$ cat config.mk
export PLATFORM = sky130hd
export DESIGN_NAME = ddr4_v2_2_20_cal_rd_return
export DESIGN_NICKNAME = d
export VERILOG_FILES = /design/src/rtl/ddr4_v2_2_20_cal_rd_ret_pkg.sv /design/src/rtl/ddr4_v2_2_20_cal_rd_ret_fifo.sv /design/src/rtl/ddr4_v2_2_20_cal_rd_return.sv
export SDC_FILE = /design/constraint.sdc
export NUM_CORES = 2
export LEC_CHECK = 0
export CAP_MARGIN = 20
export CORE_ASPECT_RATIO = 0.5
export CORE_MARGIN = 8
export CORE_UTILIZATION = 30
export CTS_CLUSTER_SIZE = 30
export DETAILED_ROUTE_END_ITERATION = 8
export PLACE_DENSITY = 0.57
export SLEW_MARGIN = 20
export SYNTH_ARGS = -nofsm -noshare
export SYNTH_HDL_FRONTEND = slang
export SYNTH_MEMORY_MAX_BITS = 65536
export SYNTH_SLANG_ARGS = --single-unit
$ cat constraint.sdc
create_clock -name clk -period 15.5 [get_ports clk]
set_clock_uncertainty 0.15 [all_clocks]
set_input_delay 1.55 -clock clk [delete_from_list [all_inputs] [get_ports clk]]
set_output_delay 1.55 -clock clk [all_outputs]
set_load 0.05 [all_outputs]
$ cat src/rtl/ddr4_v2_2_20_cal_rd_ret_pkg.sv
// Shared types for the calibration read-return router: route encoding and routing rule.
package ddr4_v2_2_20_cal_rd_ret_pkg;

    typedef enum logic [1:0] {
        RT_CAL = 2'd0,
        RT_RMW = 2'd1,
        RT_USR = 2'd2
    } route_t;

    // Calibration owns every beat until calDone; RMW reads then bypass the user FIFO.
    function automatic route_t rd_route(input logic cal_done, input logic rmw);
        if (!cal_done) begin
            return RT_CAL;
        end else if (rmw) begin
            return RT_RMW;
        end
        return RT_USR;
    endfunction

endpackage

$ cat src/rtl/ddr4_v2_2_20_cal_rd_ret_fifo.sv
// Synchronous first-word-fall-through FIFO with a separate level counter and sticky overflow.
module ddr4_v2_2_20_cal_rd_ret_fifo #(
    parameter int unsigned WIDTH = 8,
    parameter int unsigned DEPTH = 16,
    localparam int unsigned PW = $clog2(DEPTH),
    localparam int unsigned LW = PW + 1
) (
    input  logic             clk,
    input  logic             rst,
    input  logic             push,
    input  logic [WIDTH-1:0] wdata,
    input  logic             pop,
    output logic [WIDTH-1:0] rdata,
    output logic             full,
    output logic             empty,
    output logic [LW-1:0]    level,
    output logic             ovf
);

    logic [WIDTH-1:0] mem [DEPTH];
    logic [PW-1:0]    rd_ptr_q, rd_ptr_d;
    logic [PW-1:0]    wr_ptr_q, wr_ptr_d;
    logic [LW-1:0]    cnt_q, cnt_d;
    logic             ovf_q, ovf_d;
    logic             do_pop, do_push, drop;

    assign empty = (cnt_q == '0);
    assign full  = (cnt_q == LW'(DEPTH));

    // A full FIFO still takes a push when the head leaves in the same cycle.
    assign do_pop  = pop & ~empty;
    assign do_push = push & (~full | do_pop);
    assign drop    = push & full & ~do_pop;

    always_comb begin
        rd_ptr_d = rd_ptr_q;
        wr_ptr_d = wr_ptr_q;
        cnt_d    = cnt_q;
        ovf_d    = ovf_q | drop;
        if (do_push) begin
            wr_ptr_d = wr_ptr_q + 1'b1;
        end
        if (do_pop) begin
            rd_ptr_d = rd_ptr_q + 1'b1;
        end
        if (do_push && !do_pop) begin
            cnt_d = cnt_q + 1'b1;
        end else if (do_pop && !do_push) begin
            cnt_d = cnt_q - 1'b1;
        end
    end

    always_ff @(posedge clk) begin
        if (rst) begin
            rd_ptr_q <= '0;
            wr_ptr_q <= '0;
            cnt_q    <= '0;
            ovf_q    <= 1'b0;
        end else begin
            rd_ptr_q <= rd_ptr_d;
            wr_ptr_q <= wr_ptr_d;
            cnt_q    <= cnt_d;
            ovf_q    <= ovf_d;
        end
    end

    always_ff @(posedge clk) begin
        if (do_push) begin
            mem[wr_ptr_q] <= wdata;
        end
    end

    assign rdata = mem[rd_ptr_q];
    assign level = cnt_q;
    assign ovf   = ovf_q;

endmodule

$ cat src/rtl/ddr4_v2_2_20_cal_rd_return.sv
// Read-return router: captures PHY read beats and steers them to calibration compare,
// RMW merge, or a backpressured user return FIFO.
module ddr4_v2_2_20_cal_rd_return
    import ddr4_v2_2_20_cal_rd_ret_pkg::*;
#(
    parameter int unsigned DBAW   = 5,
    parameter int unsigned DBYTES = 4,
    parameter int unsigned DEPTH  = 16,
    parameter real         TCQ    = 0.1,
    localparam int unsigned DW    = DBYTES * 64,
    localparam int unsigned LW    = $clog2(DEPTH) + 1
) (
    input  logic            clk,
    input  logic            rst,
    input  logic            rdDataEn,
    input  logic [DBAW-1:0] rdDataAddr,
    input  logic            rdDataEnd,
    input  logic            rdRmw,
    input  logic            rdInj,
    input  logic [DW-1:0]   phy_rd_data,
    input  logic            calDone,
    output logic            cal_rd_valid,
    output logic [DW-1:0]   cal_rd_data,
    output logic            rmw_valid,
    output logic [DBAW-1:0] rmw_addr,
    output logic [DW-1:0]   rmw_data,
    output logic            usr_rd_valid,
    input  logic            usr_rd_ready,
    output logic [DW-1:0]   usr_rd_data,
    output logic [DBAW-1:0] usr_rd_addr,
    output logic            usr_rd_end,
    output logic            usr_rd_inj,
    output logic [LW-1:0]   fifo_level,
    output logic            ovf_err
);

    if (DEPTH < 4 || (DEPTH & (DEPTH - 1)) != 0 || TCQ < 0.0) begin : g_param_chk
        $error("ddr4_v2_2_20_cal_rd_return: DEPTH must be a power of 2 >= 4, TCQ >= 0");
    end

    typedef struct packed {
        logic            inj;
        logic            last;
        logic [DBAW-1:0] addr;
        logic [DW-1:0]   data;
    } usr_entry_t;

    usr_entry_t cap_q, cap_d;
    logic       cap_vld_q;
    logic       cap_rmw_q, cap_rmw_d;
    logic       cap_cal_q, cap_cal_d;
    route_t     route;

    logic            cal_vld_q, cal_vld_d;
    logic [DW-1:0]   cal_data_q, cal_data_d;
    logic            rmw_vld_q, rmw_vld_d;
    logic [DBAW-1:0] rmw_addr_q, rmw_addr_d;
    logic [DW-1:0]   rmw_data_q, rmw_data_d;

    logic       usr_push, usr_pop;
    logic       fifo_full, fifo_empty, fifo_ovf;
    usr_entry_t head;

    // calDone is sampled with the beat so a same-cycle rise already routes to the user path.
    always_comb begin
        cap_d     = cap_q;
        cap_rmw_d = cap_rmw_q;
        cap_cal_d = cap_cal_q;
        if (rdDataEn) begin
            cap_d.inj  = rdInj;
            cap_d.last = rdDataEnd;
            cap_d.addr = rdDataAddr;
            cap_d.data = phy_rd_data;
            cap_rmw_d  = rdRmw;
            cap_cal_d  = calDone;
        end
    end

    always_ff @(posedge clk) begin
        if (rst) begin
            cap_vld_q <= 1'b0;
        end else begin
            cap_vld_q <= rdDataEn;
        end
        cap_q     <= cap_d;
        cap_rmw_q <= cap_rmw_d;
        cap_cal_q <= cap_cal_d;
    end

    assign route    = rd_route(cap_cal_q, cap_rmw_q);
    assign usr_push = cap_vld_q && (route == RT_USR);
    assign usr_pop  = usr_rd_valid & usr_rd_ready;

    always_comb begin
        cal_vld_d  = cap_vld_q && (route == RT_CAL);
        cal_data_d = cal_data_q;
        rmw_vld_d  = cap_vld_q && (route == RT_RMW);
        rmw_addr_d = rmw_addr_q;
        rmw_data_d = rmw_data_q;
        if (cal_vld_d) begin
            cal_data_d = cap_q.data;
        end
        if (rmw_vld_d) begin
            rmw_addr_d = cap_q.addr;
            rmw_data_d = cap_q.data;
        end
    end

    always_ff @(posedge clk) begin
        if (rst) begin
            cal_vld_q  <= 1'b0;
            cal_data_q <= '0;
            rmw_vld_q  <= 1'b0;
            rmw_addr_q <= '0;
            rmw_data_q <= '0;
        end else begin
            cal_vld_q  <= cal_vld_d;
            cal_data_q <= cal_data_d;
            rmw_vld_q  <= rmw_vld_d;
            rmw_addr_q <= rmw_addr_d;
            rmw_data_q <= rmw_data_d;
        end
    end

    ddr4_v2_2_20_cal_rd_ret_fifo #(
        .WIDTH ($bits(usr_entry_t)),
        .DEPTH (DEPTH)
    ) u_usr_fifo (
        .clk   (clk),
        .rst   (rst),
        .push  (usr_push),
        .wdata (cap_q),
        .pop   (usr_pop),
        .rdata (head),
        .full  (fifo_full),
        .empty (fifo_empty),
        .level (fifo_level),
        .ovf   (fifo_ovf)
    );

    assign cal_rd_valid = cal_vld_q;
    assign cal_rd_data  = cal_data_q;
    assign rmw_valid    = rmw_vld_q;
    assign rmw_addr     = rmw_addr_q;
    assign rmw_data     = rmw_data_q;
    assign usr_rd_valid = ~fifo_empty;
    assign usr_rd_data  = head.data;
    assign usr_rd_addr  = head.addr;
    assign usr_rd_end   = head.last;
    assign usr_rd_inj   = head.inj;
    // Full is implied by the level count; the sticky overflow comes straight from the FIFO.
    assign ovf_err      = fifo_ovf | (fifo_ovf & fifo_full);

endmodule
Word-level counts from Yosys, hierarchy flattened
Memory sizes are Yosys's and may differ from the RTL's. A register that Yosys moved wholly into a read port is not among the register bits.
Index checks and enable logic that the tools add are counted.

operators by class
  add/subtract/negate cells = 4
  $mul = 0
  div/mod/pow operators = 0
  magnitude comparators = 0
  equal/unequal tests = 3
  shift-type cells = 0
  mux-type cells = 11
  bitwise gates (word level) = 12
  reductions and logical operators = 10

operator list
  kind                 number
  $mux 5               2
  $add 4x1->4 const B  2
  $mux 4               2
  $and 1x1->1          6
  $mux 2               3
  $add 5x1->5 const B  1
  $eq 5x5->1 const B   1
  $logic_and 1x1->1    5
  $logic_not 5->1      1
  $sub 5x1->5 const B  1
  $mux 1               4
  $not 1->1            3
  $or 1x1->1           3
  $eq 2x1->1 const B   1
  $eq 2x2->1 const B   1
  $logic_not 1->1      2
  $logic_not 2->1      1
  $reduce_bool 2->1    1

storage, ports and cells
  register bits after elaboration = 799
  bits in latches = 0
  memory bits (writable) = 4208
  bits in read-only memories = 0
  bits of input ports = 269
  output and inout bits = 789
  logic and storage cells = 57
  memories kept = 1

memories
  memory          words  width  rd ports  clocked after Yosys merged registers in  wr ports  RTL line                            text
  u_usr_fifo.mem  16     263    1         1                                        1         ddr4_v2_2_20_cal_rd_ret_fifo.sv:20  logic [WIDTH-1:0] mem [DEPTH];

Logic depth before layout (Yosys ltp)
  depth after elaboration = 10
  gate-level depth with buffers = 9
  gate-level depth less buffers = 9

Cells and area by module
From an unflattened synthesis, not the netlist that was laid out.

unflattened totals
  cell total of the unflattened synthesis = 9054
  area total of the unflattened synthesis = 183732.5 um^2

modules (own cells, without submodules)
  module                        times used  cells each  area an instance (um^2)  seq. area each (um^2)
  ddr4_v2_2_20_cal_rd_ret_fifo  1           6532        157582.4                 126721.5
  ddr4_v2_2_20_cal_rd_return    1           2522        26150.1                  18367.6

Worst setup path after synthesis
No wires, ideal clock.

  path type = in2reg
  start = input usr_rd_ready
  end = memory u_usr_fifo.mem[12][0] in the netlist's numbering (enable)
  library setup time = 893 ps
  arrival time = 13226 ps
  required time = 14457 ps
  path slack = 1231 ps
  stages on the path = 4
  buffers on the path = 0
  cells stage by stage = nor2b_1 -> a211oi_2 -> nand3_1 -> nor2_1

between the ends
  cells in the longest elaborated chain, start to end = 6

ends and longest elaborated chain
  item                          RTL line                            text
  start, declared               ddr4_v2_2_20_cal_rd_return.sv:28    input logic usr_rd_ready,
  $and 1x1->1                   ddr4_v2_2_20_cal_rd_return.sv:92    assign usr_pop = usr_rd_valid & usr_rd_ready;
  $and 1x1->1                   ddr4_v2_2_20_cal_rd_ret_fifo.sv:31  assign do_pop = pop & ~empty;
  $or 1x1->1                    ddr4_v2_2_20_cal_rd_ret_fifo.sv:32  assign do_push = push & (~full | do_pop);
  $and 1x1->1                   ddr4_v2_2_20_cal_rd_ret_fifo.sv:32
  net u_usr_fifo.do_push        ddr4_v2_2_20_cal_rd_ret_fifo.sv:25  logic do_pop, do_push, drop;
  $mux 1                        ddr4_v2_2_20_cal_rd_ret_fifo.sv:68  if (do_push) begin
  $mux 1 (not written as such)  ddr4_v2_2_20_cal_rd_ret_fifo.sv:69  mem[wr_ptr_q] <= wdata;
  end, declared                 ddr4_v2_2_20_cal_rd_ret_fifo.sv:20

The timed path passes the listed nets, and every way through them passes these cells.

==> metrics.md <==
| Metric | Value |
|---|---|
| Outcome | completed |
| Hold_buf cts | 0 |
| Clock buffer depth | 5 |
| Synthesized area | 0.183 mm² |
| H-tree levels | 5 |
| Chip Height | 568 µm |
| Final Slew Violations | 0 |
| Reg2reg path depth | 8 |
| CP Class | reg -> out |
| Gr ovfl total | 0 |
| Flops & latches, synth | 5,011 |
| Crit path DAT | about 6300 ps |
| Final net count | between 10,000 and 15,000 |
| PD cells | between 150 and 200 mW/mm² |
| RSZ-0062 raised after global routing | false |
| Setup violation total in the final timing report | 0 |
| Dominant cell type by area after synthesis | edfxtp_1 |
| ANT nets after route | 0 |
| Post-DR vias/cell | 5.09 |
| Hold path cells | 2 |
| Period utilization | 51.3% |
| Worst Hold End | cal_rd_data[101] |
| Hold path start | cal_rd_data[101] |
| Fmax | roughly 130 MHz |
| Synthesized Nets | 9,329 |
| Initial DRC Count | 12,400 |
| M3 GR Usage | about 4.6% |
| Synth Flop Type | edfxtp_1 |
| Die X | 1120 µm |
| Worst-margin pin slew | 1230 ps |
| Routed len/inst | 30.6 µm |
| CTS tree | built |
| Period minus WS final | 7960 ps |
| Post-CTS Setup Bufs | 0 |
| Worst-path clk slew | around 70 ps |
| Worst r2r src | cap_cal_q |
| Total CTS buffers | 451 |
| Die area | 0.637 mm² |
| Share of cells above drive strength 1 | 18.9% |
| Pleak | approximately 0.067 µW |
| Required time of the critical path | 13,800 ps |
| Worst hold path class | reg -> reg |
| Worst setup SP type | flop |
| TritonRoute pass-1 iters | 5 |
| Root Buffer | clkbuf_16 |
| Met1 usage | 26.7% |
| Clk_lat worst skew | approximately 1000 ps |
| Ports | 1,058 |
| Peak supply drop | 0.143 mV |
| Worst hold slack | 305 ps |
| Syn. warnings | 0 |
| Fin. Hold Viols | 0 |
| DR vias | 95,400 |
| Synthesized area per cell | 20.2 µm² |
| Top cells by area, synth | edfxtp_1 73%, mux4_2 13%, dfxtp_1 5.9% |
| Post-synthesis sequential area ratio | 79.3% |
| GP Congestion | 0.792 |
| Total wire length | 575,000 µm |
| First-pass GRT wire length | just under 800,000 µm |
| Reg2reg end | u_usr_fifo.mem[5][134] |
| CP endpoint kind | output port |
| Cells after Synth | 9,049 |
| Total track usage | between 10% and 20% |
| Asr flop ratio synth | 0% |
| Residual DRC | 0 |
| Netlist cell types | 40 |
| GR Util met2 | between 20 and 30% |
| # rows | 203 |
| CTS sink count | roughly 5,000 |
| Initial Utilization | 30.0% |
| Worst Path Max Fanout | 107 |
| Layout overhead on the synthesized area | 19.5% |
| GR peak layer | met1 |
| HPWL after DPL | ~340,000 µm |
| Port Buffer Count | around 1,100 |
| Pwr Total | 33,100 µW |
| Core area | between 0.6 and 0.7 mm² |
| Slew HR | 17.9% |
| Largest net degree at the start of global routing | between 100 and 150 |
| Top-area cell type share of the netlist area | 73.4% |
| Number of global-route vias before repair | 92,800 |
| Cts repair resizes | 0 |
| Setup_tns | 0 ps |
| Worst R2R Setup Slack | 10,390 ps |
| Max_cap viols | 0 |
| Initial antenna violation count | 40 |
| Post-synth EDFFs | 4,473 |
[synth_stat cells (2+ instances only)]
master    count
a21oi_1     522
a22oi_1     388
a31oi_1       2
and2_1        9
and3_1        6
buf_1        41
buf_2       119
buf_4        29
buf_6         3
clkbuf_1    334
dfxtp_1     538
edfxtp_1   4473
ha_1         10
inv_1         9
mux2_2        2
mux2i_1       2
mux4_2     1052
nand2_1    1232
nand2b_1      7
nand3_1       3
nand3b_1      2
nor2_1       95
nor2b_1      10
o211ai_1      2
o22ai_1     138
or2_2         2
xnor2_1       2
xor2_1        5
[per-layer routing]
metal | wire length (µm) | share of wire [%]
met2 | 249000 | 43
met1 | 265000 | 46
met3 | 53300 | 9.3
met4 | 6790 | 1.2
met5 | 23 | 0.0040
[cell type report]
type	count	area, µm²
Fill cell	55800	391000
Timing Repair Buffer	1306	13000
Antenna cell	15	37.5
Clock inverter	257	2690
Tap cell	8097	10100
Clock buffer	550	12000
Sequential cell	5011	145000
Inverter	9	33.8
Multi-Input combinational cell	3503	35800
[power breakdown]
part / internal (µW) / switching, µW / total, µW
Combinational: 2640 / 3770 / 6410
Clock: 6320 / 5070 / 11400
Sequential: 14900 / 362 / 15300
Total: 23900 / 9200 / 33100
[cell usage in the layout (no fill, tap or decap), types with 6 or more instances in the layout]
master,netlist,layout
bufinv_16,0,50
clkbuf_16,0,455
clkinv_8,0,8
a21oi_1,522,522
nor2_1,95,89
clkinv_2,0,88
clkinvlp_4,0,12
buf_4,29,208
clkbuf_8,0,21
edfxtp_1,4473,4473
ha_1,10,10
nand2_1,1232,1230
inv_6,0,7
nor2_4,0,6
clkbuf_1,334,69
dfxtp_1,538,535
diode_2,0,15
inv_1,9,9
clkdlybuf4s50_1,0,1053
a22oi_1,388,388
mux4_2,1052,1052
o22ai_1,138,138
clkinv_1,0,80
and2_4,0,9
buf_12,0,37
[cells by family (layout without fill, tap and decap cells)]
| kind of cell | Yosys count | in the layout | synth area share (%) |
|---|---|---|---|
| AO/OA/AOI/OAI | 1057 | 1057 | 3.53 |
| multiplexers | 1056 | 1056 | 13.0 |
| buffers and inverters | 535 | 2122 | 1.25 |
| other | 0 | 15 | 0 |
| flip-flops | 5011 | 5011 | 79.3 |
| AND/OR/NAND/NOR | 1372 | 1372 | 2.88 |
| adder cells (fa/ha/maj) | 11 | 11 | 0.0793 |
| XOR/XNOR | 7 | 7 | 0.0335 |
[through the flow]
stage / std cells / cell area, µm² / worst slack [ps] / util [%]
2_1_floorplan: 9049 / 183000 / 1230 / -
3_3_place_gp: 17900 / 204000 / 8170 / 33.5
3_5_place_dp: 17900 / 204000 / 8180 / 33.5
4_1_cts: 18700 / 219000 / 6990 / 35.9
5_1_grt: 18700 / 219000 / 6890 / 35.9
6_report: 18700 / 219000 / 7540 / 35.9
[sequential cells by signal, indices dropped and copies added (netlist names), named ones only]
register,count
u_usr_fifo.ovf,1
rmw_data,256
cal_rd_data,256
u_usr_fifo.level,5
rmw_addr,5
rmw_valid,1
cap_vld_q,1
u_usr_fifo.rd_ptr_q,4
u_usr_fifo.wr_ptr_q,4
cal_rd_valid,1
cap_q,263
cap_cal_q,1
u_usr_fifo.mem,4208
cap_rmw_q,1
[worst max-delay path by stage]
stage                             from                    end  slack [ps]
after floorplan           usr_rd_ready  u_usr_fifo.mem[12][0]        1230
after global placement            flop       usr_rd_data[101]        8170
after detailed placement          flop       usr_rd_data[101]        8180
after CTS                         flop       usr_rd_data[101]        6990
after global routing              flop       usr_rd_data[101]        6890
final                             flop       usr_rd_data[101]        7540
[critical path, cell delays in order (launching register included)]
cell             delay (ps)
dfxtp_4                 870
buf_4                   630
buf_12                  610
buf_12                  660
mux4_2                  410
o22ai_1                 100
nor2_1                  450
clkdlybuf4s50_1        1060
Note: power is estimated with default switching activity, not from simulation.
